===== config.mk =====
export PLATFORM = sky130hd
export DESIGN_NAME = switch_allocator_flat
export DESIGN_NICKNAME = d
export VERILOG_FILES = /design/src/rtl/noc_pkg.sv /design/src/rtl/switch_allocator_if.sv /design/src/rtl/switch_allocator_rr_arbiter.sv /design/src/rtl/switch_allocator.sv /design/src/flat_wrapper.sv
export SDC_FILE = /design/constraint.sdc
export NUM_CORES = 1
export LEC_CHECK = 0
export ABC_AREA = 1
export CAP_MARGIN = 20
export CELL_PAD_IN_SITES_DETAIL_PLACEMENT = 2
export CELL_PAD_IN_SITES_GLOBAL_PLACEMENT = 2
export CORE_MARGIN = 10
export CORE_UTILIZATION = 35
export DETAILED_ROUTE_END_ITERATION = 8
export DONT_BUFFER_PORTS = 1
export MAX_ROUTING_LAYER = met4
export PLACE_DENSITY_LB_ADDON = 0.1
export SETUP_SLACK_MARGIN = 0.05
export SLEW_MARGIN = 15
export SYNTH_ARGS = -nofsm -noshare
export SYNTH_HDL_FRONTEND = slang
export SYNTH_SLANG_ARGS = --single-unit
export TNS_END_PERCENT = 5

===== constraint.sdc =====
create_clock -name clk -period 7.02 [get_ports clk]
set_clock_uncertainty 0.1 [all_clocks]
set_input_delay 2.106 -clock clk [delete_from_list [all_inputs] [get_ports clk]]
set_output_delay 2.106 -clock clk [all_outputs]
set_load 0.02 [all_outputs]

===== src/rtl/noc_pkg.sv =====
// Shared NoC router constants, port indices and the crossbar select encoding
// used by the switch allocator and its interface.
package noc_pkg;

    localparam int N_PORTS = 5;
    localparam int PORT_W  = 3;
    localparam int SEL_W   = 6;

    typedef logic [PORT_W-1:0] port_t;
    typedef logic [SEL_W-1:0]  sel_t;

    localparam port_t LOCAL = 3'd0;
    localparam port_t N     = 3'd1;
    localparam port_t E     = 3'd2;
    localparam port_t S     = 3'd3;
    localparam port_t W     = 3'd4;

    // Out-of-range select value; the crossbar drives its default on it.
    localparam sel_t SEL_IDLE = SEL_W'(25);

    function automatic sel_t sel_encode(input port_t outPort, input port_t inPort);
        return SEL_W'(outPort) * SEL_W'(N_PORTS) + SEL_W'(inPort);
    endfunction

endpackage


===== src/rtl/switch_allocator_if.sv =====
// Request/grant/select bundle between the input buffers, the switch allocator
// and the crossbar.
interface switch_allocator_if;
    import noc_pkg::*;

    logic [N_PORTS-1:0]        req_valid;
    logic [PORT_W*N_PORTS-1:0] req_port;
    logic [N_PORTS-1:0]        req_tail;
    logic [N_PORTS-1:0]        grant;
    logic [SEL_W-1:0]          sel;
    logic                      sel_valid;
    logic                      err;

    modport master (
        output req_valid, req_port, req_tail,
        input  grant, sel, sel_valid, err
    );

    modport slave (
        input  req_valid, req_port, req_tail,
        output grant, sel, sel_valid, err
    );

endinterface


===== src/rtl/switch_allocator_rr_arbiter.sv =====
// N-input round-robin arbiter: the first set request at or after the pointer
// (wrapping) receives a one-hot grant.
module rr_arbiter #(
    parameter int NUM_REQ = 5,
    parameter int PTR_W   = 3
) (
    input  logic [NUM_REQ-1:0] i_req,
    input  logic [PTR_W-1:0]   i_ptr,
    output logic [NUM_REQ-1:0] o_grant
);

    logic w_found;
    int   w_idx;

    always_comb begin
        o_grant = '0;
        w_found = 1'b0;
        w_idx   = 0;
        for (int k = 0; k < NUM_REQ; k++) begin
            w_idx = (int'(i_ptr) + k) % NUM_REQ;
            if (!w_found && i_req[w_idx]) begin
                o_grant[w_idx] = 1'b1;
                w_found        = 1'b1;
            end
        end
    end

endmodule


===== src/rtl/switch_allocator.sv =====
// Wormhole switch allocator for the 5-port router: one round-robin grant per
// cycle, per-output packet locks, registered crossbar select.
// Optional sticky illegal-destination flag: define SWITCH_ALLOC_ERR_EN.
module switch_allocator
    import noc_pkg::*;
(
    input logic               clk,
    input logic               rst,
    switch_allocator_if.slave bus
);

    logic [N_PORTS-1:0] w_legal;
    logic [N_PORTS-1:0] w_elig;
    logic [N_PORTS-1:0] w_grant;
    logic [PORT_W-1:0]  w_dest;
    logic [PORT_W-1:0]  w_gIdx;
    logic [PORT_W-1:0]  w_gPort;
    logic               w_anyGrant;

    logic [PORT_W-1:0]  r_rrPtr;
    logic [N_PORTS-1:0] r_locked;
    logic [PORT_W-1:0]  r_owner [N_PORTS];
    logic [SEL_W-1:0]   r_sel;
    logic               r_selValid;

    // Eligibility looks only at registered locks, so a lock released this
    // cycle frees its output for other inputs from the next cycle on.
    always_comb begin
        w_legal = '0;
        w_elig  = '0;
        w_dest  = '0;
        for (int i = 0; i < N_PORTS; i++) begin
            w_dest     = bus.req_port[i*PORT_W +: PORT_W];
            w_legal[i] = (w_dest < PORT_W'(N_PORTS));
            if (!rst && bus.req_valid[i] && w_legal[i])
                w_elig[i] = !r_locked[w_dest] || (r_owner[w_dest] == PORT_W'(i));
        end
    end

    rr_arbiter #(
        .NUM_REQ (N_PORTS),
        .PTR_W   (PORT_W)
    ) u_arb (
        .i_req   (w_elig),
        .i_ptr   (r_rrPtr),
        .o_grant (w_grant)
    );

    always_comb begin
        w_gIdx = '0;
        for (int i = 0; i < N_PORTS; i++)
            if (w_grant[i]) w_gIdx = PORT_W'(i);
    end

    assign w_anyGrant = |w_grant;
    assign w_gPort    = bus.req_port[w_gIdx*PORT_W +: PORT_W];

    always_ff @(posedge clk) begin
        if (rst) begin
            r_rrPtr    <= '0;
            r_locked   <= '0;
            for (int i = 0; i < N_PORTS; i++) r_owner[i] <= '0;
            r_sel      <= SEL_IDLE;
            r_selValid <= 1'b0;
        end else if (w_anyGrant) begin
            r_rrPtr <= (w_gIdx == PORT_W'(N_PORTS - 1)) ? '0 : w_gIdx + 1'b1;
            if (bus.req_tail[w_gIdx]) begin
                r_locked[w_gPort] <= 1'b0;
            end else if (!r_locked[w_gPort]) begin
                r_locked[w_gPort] <= 1'b1;
                r_owner[w_gPort]  <= w_gIdx;
            end
            r_sel      <= sel_encode(w_gPort, w_gIdx);
            r_selValid <= 1'b1;
        end else begin
            r_sel      <= SEL_IDLE;
            r_selValid <= 1'b0;
        end
    end

    assign bus.grant     = w_grant;
    assign bus.sel       = r_sel;
    assign bus.sel_valid = r_selValid;

`ifdef SWITCH_ALLOC_ERR_EN
    logic r_err;

    always_ff @(posedge clk) begin
        if (rst)
            r_err <= 1'b0;
        else if (|(bus.req_valid & ~w_legal))
            r_err <= 1'b1;
    end

    assign bus.err = r_err;
`else
    assign bus.err = 1'b0;
`endif

endmodule


===== src/flat_wrapper.sv =====
// flat-port wrapper written by rule: the top's interface ports become plain ports
module switch_allocator_flat import noc_pkg::*;
  (clk, rst, bus_req_valid, bus_req_port, bus_req_tail, bus_grant, bus_sel, bus_sel_valid, bus_err);
  switch_allocator_if bus_i ();
  input logic clk;
  input logic rst;
  input wire logic [$bits(bus_i.req_valid)-1:0] bus_req_valid;
  input wire logic [$bits(bus_i.req_port)-1:0] bus_req_port;
  input wire logic [$bits(bus_i.req_tail)-1:0] bus_req_tail;
  output wire logic [$bits(bus_i.grant)-1:0] bus_grant;
  output wire logic [$bits(bus_i.sel)-1:0] bus_sel;
  output wire logic [$bits(bus_i.sel_valid)-1:0] bus_sel_valid;
  output wire logic [$bits(bus_i.err)-1:0] bus_err;
  assign bus_i.req_valid = bus_req_valid;
  assign bus_i.req_port = bus_req_port;
  assign bus_i.req_tail = bus_req_tail;
  assign bus_grant = bus_i.grant;
  assign bus_sel = bus_i.sel;
  assign bus_sel_valid = bus_i.sel_valid;
  assign bus_err = bus_i.err;
  switch_allocator u_core (.clk(clk), .rst(rst), .bus(bus_i));
endmodule

==> results of run 1 <==
## worst min-delay path by stage
stage                      startpoint                 to  slack (ns)  cells after the start
floorplan                    register           register        0.45                      4
global placement    u_core.r_rrPtr[1]  u_core.r_rrPtr[1]        0.48                      2
detailed placement  u_core.r_rrPtr[1]  u_core.r_rrPtr[1]        0.52                      2
CTS                 u_core.r_rrPtr[1]  u_core.r_rrPtr[1]        0.54                      2
global route        u_core.r_rrPtr[1]  u_core.r_rrPtr[1]        0.59                      2
finish              u_core.r_rrPtr[1]  u_core.r_rrPtr[1]        0.53                      2
## Yosys cell counts (5+ instances only)
cell,n
nand2_1,169
inv_1,97
nand3_1,92
nor2_1,72
ha_1,41
inv_2,22
nand3_2,21
nand2_2,19
nand4_1,18
a21oi_1,17
dfxtp_1,15
edfxtp_1,15
o21ai_0,13
nor3_1,9
nand2_4,8
nor2_4,6
nand3b_1,5
nor2_2,5
o211ai_1,5
o21ai_1,5
## layout by cell type (no fill, tap or decap), drive strengths merged, types with 7 or more instances in the layout
cell type,n
nor3,10
ha,41
edfxtp,15
nand2,196
nand3,117
o21ai,20
nand4,19
inv,119
nor2,83
a21oi,17
dfxtp,15
buf,9
clkbuf,7
## critical path: stages
cell and delay [ns]:
inv_1 0.35, o211ai_1 0.19, inv_1 0.10, nand2_1 0.07, nor2_2 0.25, inv_1 0.14
o21ai_1 0.20, nand2_1 0.07, nor2_1 0.15, nand3_2 0.14, inv_2 0.09, nand3_1 0.06
nand3_1 0.13, a21oi_1 0.06, o21ai_1 0.28
## repair_timing
| item | in CTS | in global routing |
|---|---|---|
| buffers inserted | 0 | 0 |
| endpoints found under the hold margin | 0 | 0 |
| resized for setup | 0 | 3 |
| endpoints found under the setup margin | 0 | 2 |
## final cells by class
class / instances / area (um^2)
clock buffer: 7 / 143
sequential: 30 / 751
inverter: 121 / 454
fill: 1609 / 7710
timing repair buffer: 9 / 67.6
tap: 172 / 215
clock inverter: 1 / 5.00
multi-input combinational: 542 / 3170
## metal layers
metal	up-vias	global-route usage (%)	share of wire (%)
met5	-	-	0
met4	0	6.05	2.7
met3	27	2.57	2.3
met2	45	37.8	56
met1	2250	18.6	39
li1	2285	-	-
## cell families after synthesis
logic type | share of synthesized area (%)
DFF | 16.9
and+or+nand+nor | 49.7
adders and majority gates | 12.5
AOI/OAI and AO/OA | 7.82
other | 0.0846
buffers and inverters | 11.9
xor gates and xnor gates | 1.19
## stage by stage
stage,cells,hold slack (ns),instance area (um^2)
3_5_place_dp,874,0.521,4650
4_1_cts,882,0.536,4790
6_report,882,0.532,4800
3_3_place_gp,874,0.485,4650
5_1_grt,882,0.591,4800
2_1_floorplan,704,0.453,4430
==> results by group, run 1 <==
CTS
  – CTS Sinks: 30
  – CTS Hold Bufs: 0
  – CTS tree: yes
  – Total CTS buffers: 5
  – Root buffer cell: clkbuf_16
  – Reg clk slew, reported paths: approximately 0.05 ns
  – Clk buf depth: 2
  – Worst-Skew Late Latency: approximately 0.28 ns
  – H-tree depth: 2

Critical path
  – FF-to-FF setup slack: 0.75 ns
  – R2R depth: 32
  – Crit. Startpoint: rst
  – Worst setup SP type: input port
  – Capturing point of the worst reg2reg path: u_core.bus.sel[3]
  – Crit Path Max Fanout: 12
  – Crit path DAT: 4.38 ns
  – Critical Path Sink: bus_grant[0]
  – Worst r2r src: u_core.r_rrPtr[1]
  – Critical path endpoint category: output pin
  – Setup CP Type: in2out
  – WP data required: approximately 4.8 ns

Routing
  – First-pass iteration count of the detailed router: 4
  – Vias/cell: 5.22
  – Routed Antenna Nets: 0
  – DRC: 0
  – Routed len/inst: 18.2 um
  – Detailed Route Iter0 Violations: 138
  – DR vias: roughly 4600
  – Final WL: approximately 16 mm

Die
  – Row cnt: 41
  – Chip Height: roughly 130 um
  – Initial Util: 35.4%
  – Core footprint: between 10000 and 15000 um^2
  – Full die area: roughly 18000 um^2
  – Io pins: 40
  – Die Wd: about 130 um

Logic synthesis
  – EDFF count, synth: 15
  – Asr flop ratio synth: 0%
  – Synthesis Warnings: 0
  – #FFs+latches synth: 30
  – Area share of the largest cell type after synthesis: 14.3%
  – Post-Synthesis Net Count: roughly 770
  – Top post-synthesis cells by area: nand2_1 14%, ha_1 12%, nand3_1 10%, edfxtp_1 10%, inv_1 8.2%
  – Synth cell types: 47
  – Most used DFF post-synth: edfxtp_1
  – Area of the mapped netlist: 4430 um^2
  – Mapped Cells: 704
  – Cell taking the most area after synthesis: nand2_1
  – Syn avg cell area: around 6.3 um^2
  – Sequential share of the synthesized area: 16.9%

STA
  – Setup TNS: 0 ns
  – Setup violators final: 0
  – Worst slew pin tran: around 0.64 ns
  – Relative slew slack: 56.8%
  – Period utilization: 93.8%
  – Final min period: between 6 and 7 ns
  – RSZ-0062 raised after global routing: false
  – F_max: around 150 MHz
  – Slew Viols, Final: 0
  – Final Hold Fails: 0
  – Final WS setup: approximately 0.43 ns

Placed design
  – Port bufs: 0
  – GPL Wtd Cong: 0.872
  – Pre-CTS worst setup slack: 0.134 ns
  – Post-DP HPWL: 13.5 mm

Finish
  – Antenna cells: 0
  – Fin nets: approximately 780
  – Final Core Density: around two fifths
  – Area Overhead vs Synth: 8.32%
  – Layout cell share with drive strength beyond 1: 15.2%

GRT
  – First-pass GRT wire length: 26.9 mm
  – Initial antenna violation count: 0
  – Pin count of the biggest net entering global routing: 22
  – Congestion Overflow GR: 0
  – Number of global-route vias before repair: 5336
  – GRT Total Usage: 19.1%

Run
  – MaxCap Viol Count: 0

Outcome
  – Status: finished clean

Min path
  – HP Class: reg2reg
Power of run 1 is not shown: default switching activity piles up to over one toggle a cycle in this logic, so the estimate is an artifact.
==> run 2, diff against run 1 <==
--- a/config.mk
+++ b/config.mk
@@ -11,8 +11,10 @@
 export CELL_PAD_IN_SITES_GLOBAL_PLACEMENT = 2
 export CORE_MARGIN = 10
 export CORE_UTILIZATION = 35
+export CTS_CLUSTER_SIZE = 14
 export DETAILED_ROUTE_END_ITERATION = 8
 export DONT_BUFFER_PORTS = 1
+export HOLD_SLACK_MARGIN = 0.02
 export MAX_ROUTING_LAYER = met4
 export PLACE_DENSITY_LB_ADDON = 0.1
 export SETUP_SLACK_MARGIN = 0.05
==> results of run 2 <==
Same layout as run 1: the final DEF is identical, and so are final timing and power.
Power of run 2 is left out for the same reason.
==> run 3, diff against run 2 <==
--- a/config.mk
+++ b/config.mk
@@ -10,16 +10,16 @@
 export CELL_PAD_IN_SITES_DETAIL_PLACEMENT = 2
 export CELL_PAD_IN_SITES_GLOBAL_PLACEMENT = 2
 export CORE_MARGIN = 10
-export CORE_UTILIZATION = 35
+export CORE_UTILIZATION = 36
 export CTS_CLUSTER_SIZE = 14
 export DETAILED_ROUTE_END_ITERATION = 8
 export DONT_BUFFER_PORTS = 1
-export HOLD_SLACK_MARGIN = 0.02
 export MAX_ROUTING_LAYER = met4
 export PLACE_DENSITY_LB_ADDON = 0.1
 export SETUP_SLACK_MARGIN = 0.05
 export SLEW_MARGIN = 15
 export SYNTH_ARGS = -nofsm -noshare
 export SYNTH_HDL_FRONTEND = slang
+export SYNTH_HIERARCHICAL = 1
 export SYNTH_SLANG_ARGS = --single-unit
 export TNS_END_PERCENT = 5
==> run 3 against run 2 <==
Hold slack gained 0.028 ns. Clock-buffer cell count shrank 2. Cell area shrank 3.1%. Non-clock buffer count grew 7. Wire length shrank 0.75%. Critical endpoint is now bus_grant[4].
==> results by group, run 3 <==
Die
  – Chip Height: 128 um (was 133 um)
  – Initial Util: 36.8% (was 35.4%)
  – Row cnt: 39 (was 41)
  – Die Wd: 128 um (was 133 um)
  – Core footprint: 11500 um^2 (was 12500 um^2)
  – Full die area: 16500 um^2 (was 17600 um^2)
  – Io pins: 40 (unchanged)

GRT
  – Busiest layer in global routing: met2 (unchanged)
  – GRT Total Usage: 19.6% (was 19.1%)
  – Congestion Overflow GR: 0 (unchanged)
  – GRT met1 Usage: 19.8% (was 18.6%)
  – Initial antenna violation count: 1 (was 0)
  – Number of global-route vias before repair: 4871 (was 5336)
  – GR Util met2: 36.9% (was 37.8%)
  – GR Util met3: 3.06% (was 2.57%)
  – First-pass GRT wire length: 25.2 mm (was 26.9 mm)
  – Pin count of the biggest net entering global routing: 21 (was 22)

Finish
  – Most frequent cells in the layout: 140 x nand2_1, 99 x inv_1, 69 x nand3_1 (was 169 x nand2_1, 97 x inv_1, 92 x nand3_1)
  – Area Overhead vs Synth: 10.2% (was 8.32%)
  – Most common cell after layout, fill and taps aside: nand2_1 (unchanged)
  – Final Core Density: 40.6% (was 38.4%)
  – Fin nets: 738 (was 779)
  – Post-route design area: 4650 um^2 (was 4800 um^2)
  – Layout cell share with drive strength beyond 1: 13.5% (was 15.2%)

Routing
  – Routed len/inst: 19.5 um (was 18.2 um)
  – Routed Antenna Nets: 0 (unchanged)
  – DR vias: 4498 (was 4607)
  – DRC: 0 (unchanged)
  – Vias/cell: 5.51 (was 5.22)
  – First-pass iteration count of the detailed router: 4 (unchanged)
  – Final WL: 16.0 mm (was 16.1 mm)
  – Detailed Route Iter0 Violations: 188 (was 138)

Logic synthesis
  – Compound-cell area share of the yosys netlist: 16.3% (was 7.82%)
  – Area share of the largest cell type after synthesis: 12.4% (was 14.3%)
  – Simple logic cell fraction of the synthesized area: 41.8% (was 49.7%)
  – Sequential share of the synthesized area: 17.8% (was 16.9%)
  – EDFF count, synth: 15 (unchanged)
  – Mapped Cells: 658 (was 704)
  – Cell taking the most area after synthesis: nand2_1 (unchanged)
  – Asr flop ratio synth: 0% (unchanged)
  – Synth cell count leaders: 140 x nand2_1, 99 x inv_1, 69 x nand3_1 (was 169 x nand2_1, 97 x inv_1, 92 x nand3_1)
  – Mux cell area share after synthesis: 0% (unchanged)
  – Synth cell types: 48 (was 47)
  – Synthesis Warnings: 6 (was 0)
  – Syn avg cell area: 6.42 um^2 (was 6.30 um^2)
  – Most frequent cell after synthesis: nand2_1 (unchanged)
  – Post-Synthesis Net Count: 724 (was 774)
  – Main combinational cell family by area after synthesis: simple AND/OR/NAND/NOR gates (unchanged)
  – #FFs+latches synth: 30 (unchanged)
  – Post-Synth XOR/XNOR Area: 1.04% (was 1.19%)
  – Top post-synthesis cells by area: nand2_1 12%, ha_1 11%, edfxtp_1 11%, inv_1 8.8%, nand3_1 8.2% (was nand2_1 14%, ha_1 12%, nand3_1 10%, edfxtp_1 10%, inv_1 8.2%)
  – Area of the mapped netlist: 4220 um^2 (was 4430 um^2)
  – Post-Synth Adder-Cell Area: 11.7% (was 12.5%)
  – Most used DFF post-synth: edfxtp_1 (unchanged)

Critical path
  – Worst r2r src: u_core/r_rrPtr[0] (was u_core.r_rrPtr[1])
  – Crit path DAT: 4.36 ns (was 4.38 ns)
  – Critical path endpoint category: output pin (unchanged)
  – FF-to-FF setup slack: 0.66 ns (was 0.75 ns)
  – Worst setup SP type: register (was input port)
  – Capturing point of the worst reg2reg path: u_core/bus.sel[5] (was u_core.bus.sel[3])
  – Setup CP Type: reg2out (was in2out)
  – WP data required: 4.81 ns (about the same)
  – Crit-path slowest cell: dfxtp_1 (was inv_1)
  – Crit-path cells: clkinv_1, ha_1, inv_1, ha_1, inv_1, ha_1, nor2_1, nand2_1, nand2_1, xor2_2, inv_1, ha_1, inv_1, o21ai_1, nand2_2, nand2_2, nand2_2, inv_1, nand2_1, o21ai_1, and2_1, nand4_1, nand3_1, buf_6 (was inv_1, o211ai_1, inv_1, nand2_1, nor2_2, inv_1, o21ai_1, nand2_1, nor2_1, nand3_2, inv_2, nand3_1, nand3_1, a21oi_1, o21ai_1)
  – CP most frequent cell: inv_1 (unchanged)
  – Crit. Startpoint: u_core/r_rrPtr[0] (was rst)
  – R2R depth: 38 (was 32)
  – Crit Path Max Fanout: 10 (was 12)
  – Peak per-stage delay on the critical path: 0.35 ns (about the same)

CTS
  – Reg clk slew, reported paths: 0.05 ns (about the same)
  – Root buffer cell: clkbuf_16 (unchanged)
  – CTS tree: yes (unchanged)
  – Total CTS buffers: 5 (unchanged)
  – H-tree depth: 2 (unchanged)
  – CTS Sinks: 30 (unchanged)
  – Clk buf depth: 2 (unchanged)
  – Worst-Skew Late Latency: 0.28 ns (about the same)

STA
  – Final min period: 6.57 ns (was 6.59 ns)
  – Relative slew slack: 62.5% (was 56.8%)
  – Period utilization: 93.6% (was 93.8%)
  – Fin Hold WS: 0.560 ns (was 0.532 ns)
  – Setup TNS: 0 ns (unchanged)
  – Setup violators final: 0 (unchanged)
  – Slew Viols, Final: 0 (unchanged)
  – RSZ-0062 raised after global routing: true (was false)
  – Worst slew pin tran: 0.557 ns (was 0.641 ns)
  – Final Hold Fails: 0 (unchanged)
  – F_max: 152 MHz (about the same)

Min path
  – HP Class: reg2reg (unchanged)
  – Worst Min Path Start: u_core/r_rrPtr[1] (was u_core.r_rrPtr[1])
  – Hold-critical path depth: 3 (was 2)
  – Hold EP: u_core/r_rrPtr[1] (was u_core.r_rrPtr[1])

Placed design
  – Port bufs: 0 (unchanged)
  – GPL Wtd Cong: 0.937 (was 0.872)
  – Post-DP HPWL: 13.2 mm (was 13.5 mm)
  – Dpl cell area: 4420 um^2 (was 4650 um^2)

Outcome
  – Status: finished clean (unchanged)

Run
  – MaxCap Viol Count: 0 (unchanged)
==> run 3: changes by cell type after synthesis, sizes merged, moves of 4 or more <==
cell	previous run	this run
a21oi	17	25
o311ai	0	16
buf	8	4
nand2	196	170
nand4	19	30
inv	119	109
nand3	117	76
nor2	83	70
o21ai	20	37
==> run 3: kinds of logic after synthesis <==
| kind of cell | after synthesis |
|---|---|
| and+or+nand+nor | 364 |
| adders and majority gates | 39 |
| buffers and inverters | 120 |
| AOI/OAI and AO/OA | 99 |
| DFF | 30 |
| xor gates and xnor gates | 5 |
| other | 1 |
==> run 3: how the worst max path moves through the flow <==
stage / to / slack (ns)
6_report: bus_grant[4] / 0.45
3_3_place_gp: bus_grant[4] / 0.56
2_1_floorplan: u_core/bus.sel[5] / 0.93
5_1_grt: u_core/bus.sel[5] / 0.03
3_5_place_dp: u_core/bus.sel[5] / 0.53
4_1_cts: bus_grant[4] / 0.27
==> run 3: final cells by class <==
type / count / area (um^2)
repair buffers: 16 / 124
inverters: 111 / 422
clock buffers: 5 / 125
clock inverters: 3 / 40.0
diodes: 1 / 2.50
multi-input cells: 508 / 3010
flip-flops and latches: 30 / 751
fillers: 1392 / 6810
well taps: 143 / 179
==> run 3: timing repair <==
action                                  4_1_cts  5_1_grt
hold buffers                                  0        0
endpoints found under the hold margin         0        0
resized for setup                             0        6
endpoints found under the setup margin        0        3
setup buffers                                 0        6
==> run 3: layer usage <==
layer	vias up	wire (um)	part of all wire (%)
met2	58	8760	55
met4	0	439	2.7
met5	-	0	0
met1	2191	6290	39
li1	2220	-	-
met3	29	467	2.9
==> run 3: metrics by stage <==
step,instances,setup WS [ns]
4_1_cts,810,0.270
2_1_floorplan,658,0.931
3_5_place_dp,802,0.530
5_1_grt,817,0.0342
3_3_place_gp,802,0.556
6_report,817,0.451
==> run 3: critical path: cells and delay by family (launching register included) <==
family,cells,cell delay [ns]
AOI/OAI and AO/OA,2,0.40
xor gates and xnor gates,1,0.18
adders and majority gates,4,0.94
buffers and inverters,7,0.89
DFF,1,0.35
and+or+nand+nor,10,1.33
Power of run 3 is left out for the same reason.
